<file path="config.mk">
export PLATFORM = sky130hd
export DESIGN_NAME = uart_tx_fifo_flat
export DESIGN_NICKNAME = d
export VERILOG_FILES = /design/src/rtl/uart_tx_fifo_if.sv /design/src/rtl/uart_tx_fifo.sv /design/src/flat_wrapper.sv
export SDC_FILE = /design/constraint.sdc
export NUM_CORES = 1
export LEC_CHECK = 0
export ABC_AREA = 0
export CORE_ASPECT_RATIO = 1.75
export CORE_UTILIZATION = 54
export DETAILED_ROUTE_END_ITERATION = 6
export PLACE_DENSITY = 0.8
export SYNTH_ARGS = -nofsm -noshare
export SYNTH_HDL_FRONTEND = slang
export SYNTH_SLANG_ARGS = --single-unit
</file>
<file path="constraint.sdc">
create_clock -name CLK -period 2.8 [get_ports CLK]
set_input_delay 0.56 -clock CLK [delete_from_list [all_inputs] [get_ports CLK]]
set_output_delay 0.56 -clock CLK [all_outputs]
set_load 0.01 [all_outputs]
</file>
<file path="src/rtl/uart_tx_fifo_if.sv">
// uart_tx_fifo_if
//   Bundles the producer-side write port, the status flags and the uart_send
//   handshake of uart_tx_fifo into one interface.
//   slave  : used by uart_tx_fifo (consumes writes, drives status and TX_*).
//   master : used by whatever drives writes and models uart_send.
//   Signals:
//     WR_DATA[7:0], WR_EN, OVF_CLR      producer -> fifo
//     FULL, EMPTY, COUNT, OVERFLOW      fifo -> producer (status)
//     TX_DATA[7:0], TX_DATA_READY       fifo -> uart_send
//     TX_IDLE                           uart_send -> fifo
`timescale 1ns/1ps
interface uart_tx_fifo_if #(
    parameter int DEPTH_LOG2 = 4
);
    logic [7:0]          WR_DATA;
    logic                WR_EN;
    logic                FULL;
    logic                EMPTY;
    logic [DEPTH_LOG2:0] COUNT;
    logic                OVERFLOW;
    logic                OVF_CLR;
    logic [7:0]          TX_DATA;
    logic                TX_DATA_READY;
    logic                TX_IDLE;

    modport slave (
        input  WR_DATA, WR_EN, OVF_CLR, TX_IDLE,
        output FULL, EMPTY, COUNT, OVERFLOW, TX_DATA, TX_DATA_READY
    );

    modport master (
        output WR_DATA, WR_EN, OVF_CLR, TX_IDLE,
        input  FULL, EMPTY, COUNT, OVERFLOW, TX_DATA, TX_DATA_READY
    );
endinterface

</file>
<file path="src/rtl/uart_tx_fifo.sv">
// uart_tx_fifo
//   Byte FIFO in front of uart_send. Producers may write one byte per cycle;
//   bytes are handed to uart_send one at a time with a single-cycle
//   TX_DATA_READY pulse, issued only while uart_send reports TX_IDLE.
//   If uart_send never drops TX_IDLE after a pulse, the byte is treated as
//   sent after ACK_TIMEOUT cycles so the queue cannot stall.
//   Ports:
//     CLK   system clock, rising edge
//     RST   asynchronous active-low reset
//     bus   uart_tx_fifo_if.slave (write port, status, uart_send handshake)
`timescale 1ns/1ps
module uart_tx_fifo #(
    parameter int DEPTH_LOG2  = 4,
    parameter int ACK_TIMEOUT = 4
) (
    input  logic              CLK,
    input  logic              RST,
    uart_tx_fifo_if.slave     bus
);

    localparam int                  DEPTH     = 2 ** DEPTH_LOG2;
    localparam logic [DEPTH_LOG2:0] DEPTH_CNT = {1'b1, {DEPTH_LOG2{1'b0}}};
    localparam int                  TMR_W     = $clog2(ACK_TIMEOUT + 1);
    localparam logic [TMR_W-1:0]    TMR_LAST  = TMR_W'(ACK_TIMEOUT);

    typedef enum logic [1:0] {
        S_IDLE,
        S_WAIT_BUSY,
        S_WAIT_DONE
    } state_t;

    logic [7:0]            mem [DEPTH];
    logic [DEPTH_LOG2-1:0] wr_ptr_reg;
    logic [DEPTH_LOG2-1:0] rd_ptr_reg;
    logic [DEPTH_LOG2:0]   count_reg;
    logic [DEPTH_LOG2:0]   count_next;
    logic                  full_reg;
    logic                  empty_reg;
    logic                  ovf_reg;
    logic [7:0]            tx_data_reg;
    logic                  ready_reg;
    state_t                state_reg;
    state_t                state_next;
    logic [TMR_W-1:0]      tmr_reg;
    logic [TMR_W-1:0]      tmr_next;
    logic                  push;
    logic                  pop;

    // Full is judged on the registered flag, so a write in the same cycle as
    // a pop from a full FIFO is still rejected.
    assign push = bus.WR_EN && !full_reg;

    always_comb begin
        count_next = count_reg;
        case ({push, pop})
            2'b10:   count_next = count_reg + 1'b1;
            2'b01:   count_next = count_reg - 1'b1;
            default: count_next = count_reg;
        endcase
    end

    // Handshake sequencer: pop decision, timeout counter and next state.
    always_comb begin
        state_next = state_reg;
        tmr_next   = tmr_reg;
        pop        = 1'b0;
        case (state_reg)
            S_IDLE: begin
                if (!empty_reg && bus.TX_IDLE) begin
                    pop        = 1'b1;
                    tmr_next   = '0;
                    state_next = S_WAIT_BUSY;
                end
            end
            S_WAIT_BUSY: begin
                if (!bus.TX_IDLE) begin
                    tmr_next   = '0;
                    state_next = S_WAIT_DONE;
                end else if (tmr_reg == TMR_LAST) begin
                    // uart_send never acknowledged; count the byte as sent.
                    tmr_next   = '0;
                    state_next = S_IDLE;
                end else begin
                    tmr_next = tmr_reg + 1'b1;
                end
            end
            S_WAIT_DONE: begin
                if (bus.TX_IDLE) begin
                    tmr_next   = '0;
                    state_next = S_IDLE;
                end
            end
            default: begin
                tmr_next   = '0;
                state_next = S_IDLE;
            end
        endcase
    end

    // Storage array has no reset so it maps onto block RAM; contents are
    // simply ignored after reset because the pointers return to zero.
    always_ff @(posedge CLK) begin
        if (push) begin
            mem[wr_ptr_reg] <= bus.WR_DATA;
        end
    end

    always_ff @(posedge CLK or negedge RST) begin
        if (!RST) begin
            wr_ptr_reg  <= '0;
            rd_ptr_reg  <= '0;
            count_reg   <= '0;
            full_reg    <= 1'b0;
            empty_reg   <= 1'b1;
            ovf_reg     <= 1'b0;
            tx_data_reg <= 8'h00;
            ready_reg   <= 1'b0;
            state_reg   <= S_IDLE;
            tmr_reg     <= '0;
        end else begin
            if (push) begin
                wr_ptr_reg <= wr_ptr_reg + 1'b1;
            end
            if (pop) begin
                rd_ptr_reg  <= rd_ptr_reg + 1'b1;
                tx_data_reg <= mem[rd_ptr_reg];
            end
            count_reg <= count_next;
            full_reg  <= (count_next == DEPTH_CNT);
            empty_reg <= (count_next == '0);
            // A rejected write sets the flag even if a clear arrives with it.
            if (bus.WR_EN && full_reg) begin
                ovf_reg <= 1'b1;
            end else if (bus.OVF_CLR) begin
                ovf_reg <= 1'b0;
            end
            // Pulse lasts one cycle: the FSM has left S_IDLE by the next edge.
            ready_reg <= pop;
            state_reg <= state_next;
            tmr_reg   <= tmr_next;
        end
    end

    assign bus.FULL          = full_reg;
    assign bus.EMPTY         = empty_reg;
    assign bus.COUNT         = count_reg;
    assign bus.OVERFLOW      = ovf_reg;
    assign bus.TX_DATA       = tx_data_reg;
    assign bus.TX_DATA_READY = ready_reg;

endmodule

</file>
<file path="src/flat_wrapper.sv">
// flat-port wrapper written by rule: the top's interface ports become plain ports
module uart_tx_fifo_flat 
#(
    parameter int DEPTH_LOG2  = 4,
    parameter int ACK_TIMEOUT = 4
)
  (CLK, RST, bus_WR_DATA, bus_WR_EN, bus_OVF_CLR, bus_TX_IDLE, bus_FULL, bus_EMPTY, bus_COUNT, bus_OVERFLOW, bus_TX_DATA, bus_TX_DATA_READY);
  uart_tx_fifo_if #(.DEPTH_LOG2(DEPTH_LOG2)) bus_i ();
  input  logic CLK;
  input  logic RST;
  input wire logic [$bits(bus_i.WR_DATA)-1:0] bus_WR_DATA;
  input wire logic [$bits(bus_i.WR_EN)-1:0] bus_WR_EN;
  input wire logic [$bits(bus_i.OVF_CLR)-1:0] bus_OVF_CLR;
  input wire logic [$bits(bus_i.TX_IDLE)-1:0] bus_TX_IDLE;
  output wire logic [$bits(bus_i.FULL)-1:0] bus_FULL;
  output wire logic [$bits(bus_i.EMPTY)-1:0] bus_EMPTY;
  output wire logic [$bits(bus_i.COUNT)-1:0] bus_COUNT;
  output wire logic [$bits(bus_i.OVERFLOW)-1:0] bus_OVERFLOW;
  output wire logic [$bits(bus_i.TX_DATA)-1:0] bus_TX_DATA;
  output wire logic [$bits(bus_i.TX_DATA_READY)-1:0] bus_TX_DATA_READY;
  assign bus_i.WR_DATA = bus_WR_DATA;
  assign bus_i.WR_EN = bus_WR_EN;
  assign bus_i.OVF_CLR = bus_OVF_CLR;
  assign bus_i.TX_IDLE = bus_TX_IDLE;
  assign bus_FULL = bus_i.FULL;
  assign bus_EMPTY = bus_i.EMPTY;
  assign bus_COUNT = bus_i.COUNT;
  assign bus_OVERFLOW = bus_i.OVERFLOW;
  assign bus_TX_DATA = bus_i.TX_DATA;
  assign bus_TX_DATA_READY = bus_i.TX_DATA_READY;
  uart_tx_fifo #(.DEPTH_LOG2(DEPTH_LOG2), .ACK_TIMEOUT(ACK_TIMEOUT)) u_core (.CLK(CLK), .RST(RST), .bus(bus_i));
endmodule
</file>
==> metrics, run 1 <==
CTS tree=yes; P per Cell Area=1040 mW/mm^2; unrepaired setup endpoints after global routing=no; Hold Vio Cnt, Final=0; H-tree depth=4; slowest stage cell on the critical path=clkdlybuf4s50_1; Max Buffers Root-to-Sink=2; Post-synth EDFFs=128; kind of critical path=in2reg; synthesized instance count=328; Ys Warns=0; worst vdd ir=537 uV; crit share post-route=90.0%; net count after synthesis=350; initial DRC count=241; CTS hold repair buffers=0; port bufs=29; placed cells=499; Reg2Reg Depth=10; CP Capture Type=flop; synth unique cells=39; failing checks=DRC; Placement Rows=52; Tmin final=2520 ps; Multi-input gate area=0.00172 mm^2; critical path peak fanout=3; Ports=30; first-pass GRT wire length=18600 um; vias in the first global route=3348; total grt overflow=0; Filler cells=755; Routed WL per cell=21.9 um; DRC viols=6; max reg flops=128; CTS sink cnt=158; Die W=84.4 um; vias per inst=5.84; min-delay worst type=reg2reg; Worst EP required=3140 ps; Crit path largest cell delay=480 ps; core box area=0.0116 mm^2; Post-Syn Area per Cell=19.5 um^2; post-DP HPWL=8070 um; synthesized area=0.00641 mm^2; Die H=146 um; clock root buffer=clkbuf_16; cells along the critical path=clkdlybuf4s50_1, nor4b_4, nand2_4, xnor2_1, ha_1, nor2_1, mux2i_1, or4_4, a21oi_4, xor2_2, nor3b_2; vias post-DR=3101; Finished Layout Cells=531; fin nets=405; slew of the pin with the lowest slew margin=694 ps; CP startpoint kind=input port; Hold Crit Depth=1; fin. max-slew vios=0; Clock transition at path regs=60 ps; postcts setup bufs=0; final hold slack=515 ps; gr usage total=21.3%; register area=0.00460 mm^2; Routed Antenna Nets=0; Area growth, synth to finish=18.2%; post-cts sizing count=0; Async S/R FF share, synth=19.0%; initial antenna violation count=0; Seq/Total Area, Yosys=71.7%; largest net degree at the start of global routing=36; Worst Clk Skew=8.99 ps; WL final=11600 um; WP data arrival=2860 ps; Inserted Diodes=0; layout cell share with drive strength beyond 1=28.0%; Seq cells post-synth=158; run status=finished with violations; worst relative slew slack=53.6%; DRT Pass-1 Iters=6; initial core utilization=55.3%; die area=0.0123 mm^2; final setup fails=0; Max Cap Viol=0; FMAX=397 MHz; Top FF cell, synth=edfxtp_1; Sum Neg Setup Slack=0 ps; Biggest register=u_core.mem; CTS buffer count=17; Lkg Pwr=2.62 nW; GP Congestion=0.844; Clock Latency Late Sink=410 ps
[layout by cell type (no fill, tap or decap), types with 4 or more instances in the layout]
master,n
edfxtp_1,128
mux4_2,40
clkdlybuf4s50_1,29
dfrtp_1,28
clkbuf_16,17
buf_4,17
and2_1,16
mux2_2,10
xnor2_1,9
nand2_1,9
ha_1,9
inv_1,8
nor2_1,7
o21ai_0,7
nand2b_1,6
buf_12,5
clkinv_4,4
[stage by stage]
stage | total power [W] | instance area, um^2 | setup slack [ps] | util [%]
2_1_floorplan | 0.00495 | 6410 | 161 | -
3_3_place_gp | 0.00577 | 7040 | -99.4 | 60.8
3_5_place_dp | 0.00586 | 7040 | -163 | 60.8
4_1_cts | 0.00792 | 7580 | 272 | 65.4
5_1_grt | 0.00824 | 7580 | 126 | 65.4
6_report | 0.00784 | 7580 | 281 | 65.4
[synthesized netlist by cell type (all sizes together), types with 2 or more instances]
master / number / area, um^2
edfxtp: 128 / 3840
mux4: 40 / 901
dfrtp: 29 / 726
and2: 16 / 100
clkbuf: 10 / 37.5
mux2: 10 / 113
nand2: 10 / 45.0
ha: 9 / 113
xnor2: 9 / 78.8
inv: 8 / 30.0
nor2: 7 / 26.3
o21ai: 7 / 35.0
nand2b: 6 / 37.5
buf: 5 / 23.8
a21oi: 4 / 31.3
mux2i: 3 / 30.0
nor2b: 3 / 18.8
nor3: 3 / 15.0
xor2: 3 / 33.8
nand3: 2 / 10.0
nand4: 2 / 12.5
nor3b: 2 / 20.0
nor4b: 2 / 32.5
[final timing paths]
kind	startpoint	endpoint	slack, ps
setup / recovery	bus_TX_IDLE	u_core.bus.FULL	280
hold / removal	u_core.bus.TX_DATA[4]	u_core.bus.TX_DATA[4]	510
setup reg to reg	u_core.state_reg[1]	u_core.bus.FULL	400
hold reg to reg	u_core.bus.TX_DATA[4]	u_core.bus.TX_DATA[4]	510
max in group asynchronous	RST	u_core.bus.OVERFLOW	1600
min in group asynchronous	RST	u_core.bus.TX_DATA[3]	560
[cells by family (layout without fill, tap and decap cells)]
| group | after synthesis | in the layout | synth area share (%) |
|---|---|---|---|
| AOI/OAI and AO/OA | 17 | 17 | 1.74 |
| DFF | 158 | 158 | 71.7 |
| xor gates and xnor gates | 12 | 12 | 1.76 |
| and+or+nand+nor | 56 | 56 | 5.35 |
| muxes | 53 | 53 | 16.3 |
| buffers and inverters | 23 | 91 | 1.42 |
| adders and majority gates | 9 | 9 | 1.76 |
[final cells by class]
class	count	area share, %
tap	135	2.23
sequential	158	60.7
multi-input combinational	147	22.7
inverter	8	0.396
timing repair buffer	51	6.84
clock buffer	17	5.62
clock inverter	15	1.50
[critical path, delay by kind of cell]
kind | cells | cell delay [ps]
simple gates | 5 | 1040
xor+xnor | 2 | 310
mux | 1 | 80
fa+ha+maj | 1 | 220
compound gates | 1 | 150
buf+inv | 1 | 480
[metal layers]
| layer | track usage (%) | vias to the layer above | wire length [um] |
|---|---|---|---|
| li1 | - | 1402 | - |
| met2 | 37.8 | 73 | 6840 |
| met1 | 23.7 | 1617 | 4230 |
| met4 | 9.75 | 0 | 186 |
| met3 | 5.71 | 9 | 380 |
| met5 | 0 | - | 0 |
[power by group]
part	internal, W	switching (W)	total, W
Combinational	0.00139	0.00110	0.00249
Sequential	0.00295	0.000351	0.00330
Clock	0.00114	0.000912	0.00205
Note: power is estimated with default switching activity, not from simulation.
==> run 2, diff against run 1 <==
Settings changed: SETUP_SLACK_MARGIN from default to 0.4.
==> run 2 against run 1 <==
The run still ends with DRC left. Clock skew barely moved. Largest cell class unchanged. First-iteration DRC count shrank 17%. Hold slack got worse by 66 ps. Die area unchanged. Critical path type is now reg2reg. Sequential share of layout area is 0.34 points lower.
==> metrics, run 2 (synthesized netlist as in run 1, its figures left out) <==
run status=finished with violations; failing checks=DRC; sequential share of power=39.5%; vias post-DR=3145; FMAX=399 MHz; critical path peak fanout=14; vias in the first global route=3420; core box area=0.0116 mm^2; total grt overflow=0; CTS hold repair buffers=0; worst vdd ir=532 uV; Max Buffers Root-to-Sink=2; Placement Rows=52; P per Cell Area=1090 mW/mm^2; Total Power=0.00834 W; Lkg Pwr=2.64 nW; dpl ws=-132 ps; CP Capture Type=flop; most frequent cells in the layout=edfxtp_1, mux4_2, clkdlybuf4s50_1; slowest stage cell on the critical path=or4_4; clock root buffer=clkbuf_16; WL final=12300 um; Routed WL per cell=23.4 um; WP buf/inv=1; CTS sink cnt=158; slew of the pin with the lowest slew margin=640 ps; crit share post-route=89.5%; initial core utilization=55.3%; commonest non-fill, non-tap cell in the layout=edfxtp_1; layout cell share with drive strength beyond 1=27.6%; kind of critical path=reg2reg; Clock Latency Late Sink=410 ps; gr usage total=22.5%; initial DRC count=199; fin. max-slew vios=0; first-pass GRT wire length=19700 um; Die H=146 um; Crit path largest cell delay=490 ps; sw frac=28.0%; CTS buffer count=17; Area growth, synth to finish=18.9%; Inserted Diodes=0; DRT Pass-1 Iters=7; post-DP HPWL=7870 um; Hold Vio Cnt, Final=0; HP Start=bus_TX_IDLE; Worst EP required=3130 ps; Max Cap Viol=0; CTS tree=yes; min-delay worst type=in2reg; DRC viols=5; Tmin final=2510 ps; die area=0.0123 mm^2; crit path from=u_core.state_reg[1]; Clock transition at path regs=60 ps; CP startpoint kind=flop; NetSw=0.00234 W; setup ws final=293 ps; Routed Antenna Nets=0; cells along the critical path=nor4b_4, buf_4, ha_1, mux2i_1, or4_4, a21oi_4, xor2_2, nor3b_2; clock share of power=30.2%; port bufs=29; Biggest register=u_core.mem; WP data arrival=2840 ps; final setup fails=0; Worst Clk Skew=9.34 ps; max reg flops=128; Sum Neg Setup Slack=0 ps; Ports=30; vias per inst=5.98; unrepaired setup endpoints after global routing=yes; worst reg2reg path startpoint=u_core.state_reg[1]; cell family with most CP delay=simple AND/OR/NAND/NOR gates; GP Congestion=0.787; initial antenna violation count=0; Comb power frac=30.3%; Int Power=0.00600 W; fin nets=400; Die W=84.4 um; worst relative slew slack=57.3%; largest net degree at the start of global routing=36; H-tree depth=4
[run 2: cell types whose count changed in the layout (fill, tap and decap cells not counted), sizes merged]
cell,previous run,this run
clkdlybuf4s50,29,28
clkinv,7,3
dlymetal6s2s,0,1
buf,22,17
clkbuf,17,20
bufinv,0,6
clkinvlp,4,3
inv,12,8
[run 2: per-layer routing]
layer	vias up	global-route usage, %	part of all wire [%]
li1	1391	-	-
met1	1648	26.3	37
met2	92	40.4	57
met3	14	4.75	3.6
met4	0	8.73	2.0
met5	-	0	0
[run 2: worst reg2reg max path, delay by kind of cell (launching register included)]
kind	cells	cell delay [ps]
and+or+nand+nor	3	1020
AOI/OAI and AO/OA	1	180
xor gates and xnor gates	1	190
buffers and inverters	1	280
DFF	1	440
muxes	1	80
adders and majority gates	1	220
[run 2: repair_timing]
item,4_1_cts,5_1_grt
endpoints found under the setup margin,1,12
pin swaps,0,4
setup buffers,0,4
gates resized for setup,0,5
[run 2: path summary, 6_finish.rpt]
kind	to	cells after the start	slack, ps
hold / removal	u_core.state_reg[1]	3	450
hold reg to reg	u_core.bus.TX_DATA[6]	1	520
min in group asynchronous	u_core.wr_ptr_reg[2]	2	550
max in group asynchronous	u_core.bus.EMPTY	2	1930
setup / recovery	u_core.bus.FULL	8	290
setup reg to reg	u_core.bus.FULL	8	290
[run 2: through the flow]
step | utilization, % | hold WS, ps | instances | area [um^2]
final | 65.8 | 449 | 526 | 7620
after global routing | 65.8 | 465 | 526 | 7620
after floorplan | - | 264 | 328 | 6420
after global placement | 59.8 | 495 | 490 | 6920
after CTS | 65.4 | 523 | 522 | 7570
after detailed placement | 59.8 | 506 | 490 | 6920
[run 2: final cells by class]
class                   count  area (um^2)
clock inverters            12          216
fillers                   744         3960
repair buffers             46          433
multi-input cells         147         1740
inverters                   8         30.0
clock buffers              20          437
well taps                 135          169
flip-flops and latches    158         4600
[run 2: power by group through the flow]
stage               logic [W]  registers [W]  clock network (W)
floorplan             0.00175        0.00321                  0
global placement      0.00240        0.00330                  0
detailed placement    0.00246        0.00333                  0
CTS                   0.00251        0.00329            0.00254
global route          0.00273        0.00334            0.00264
finish                0.00253        0.00329            0.00252
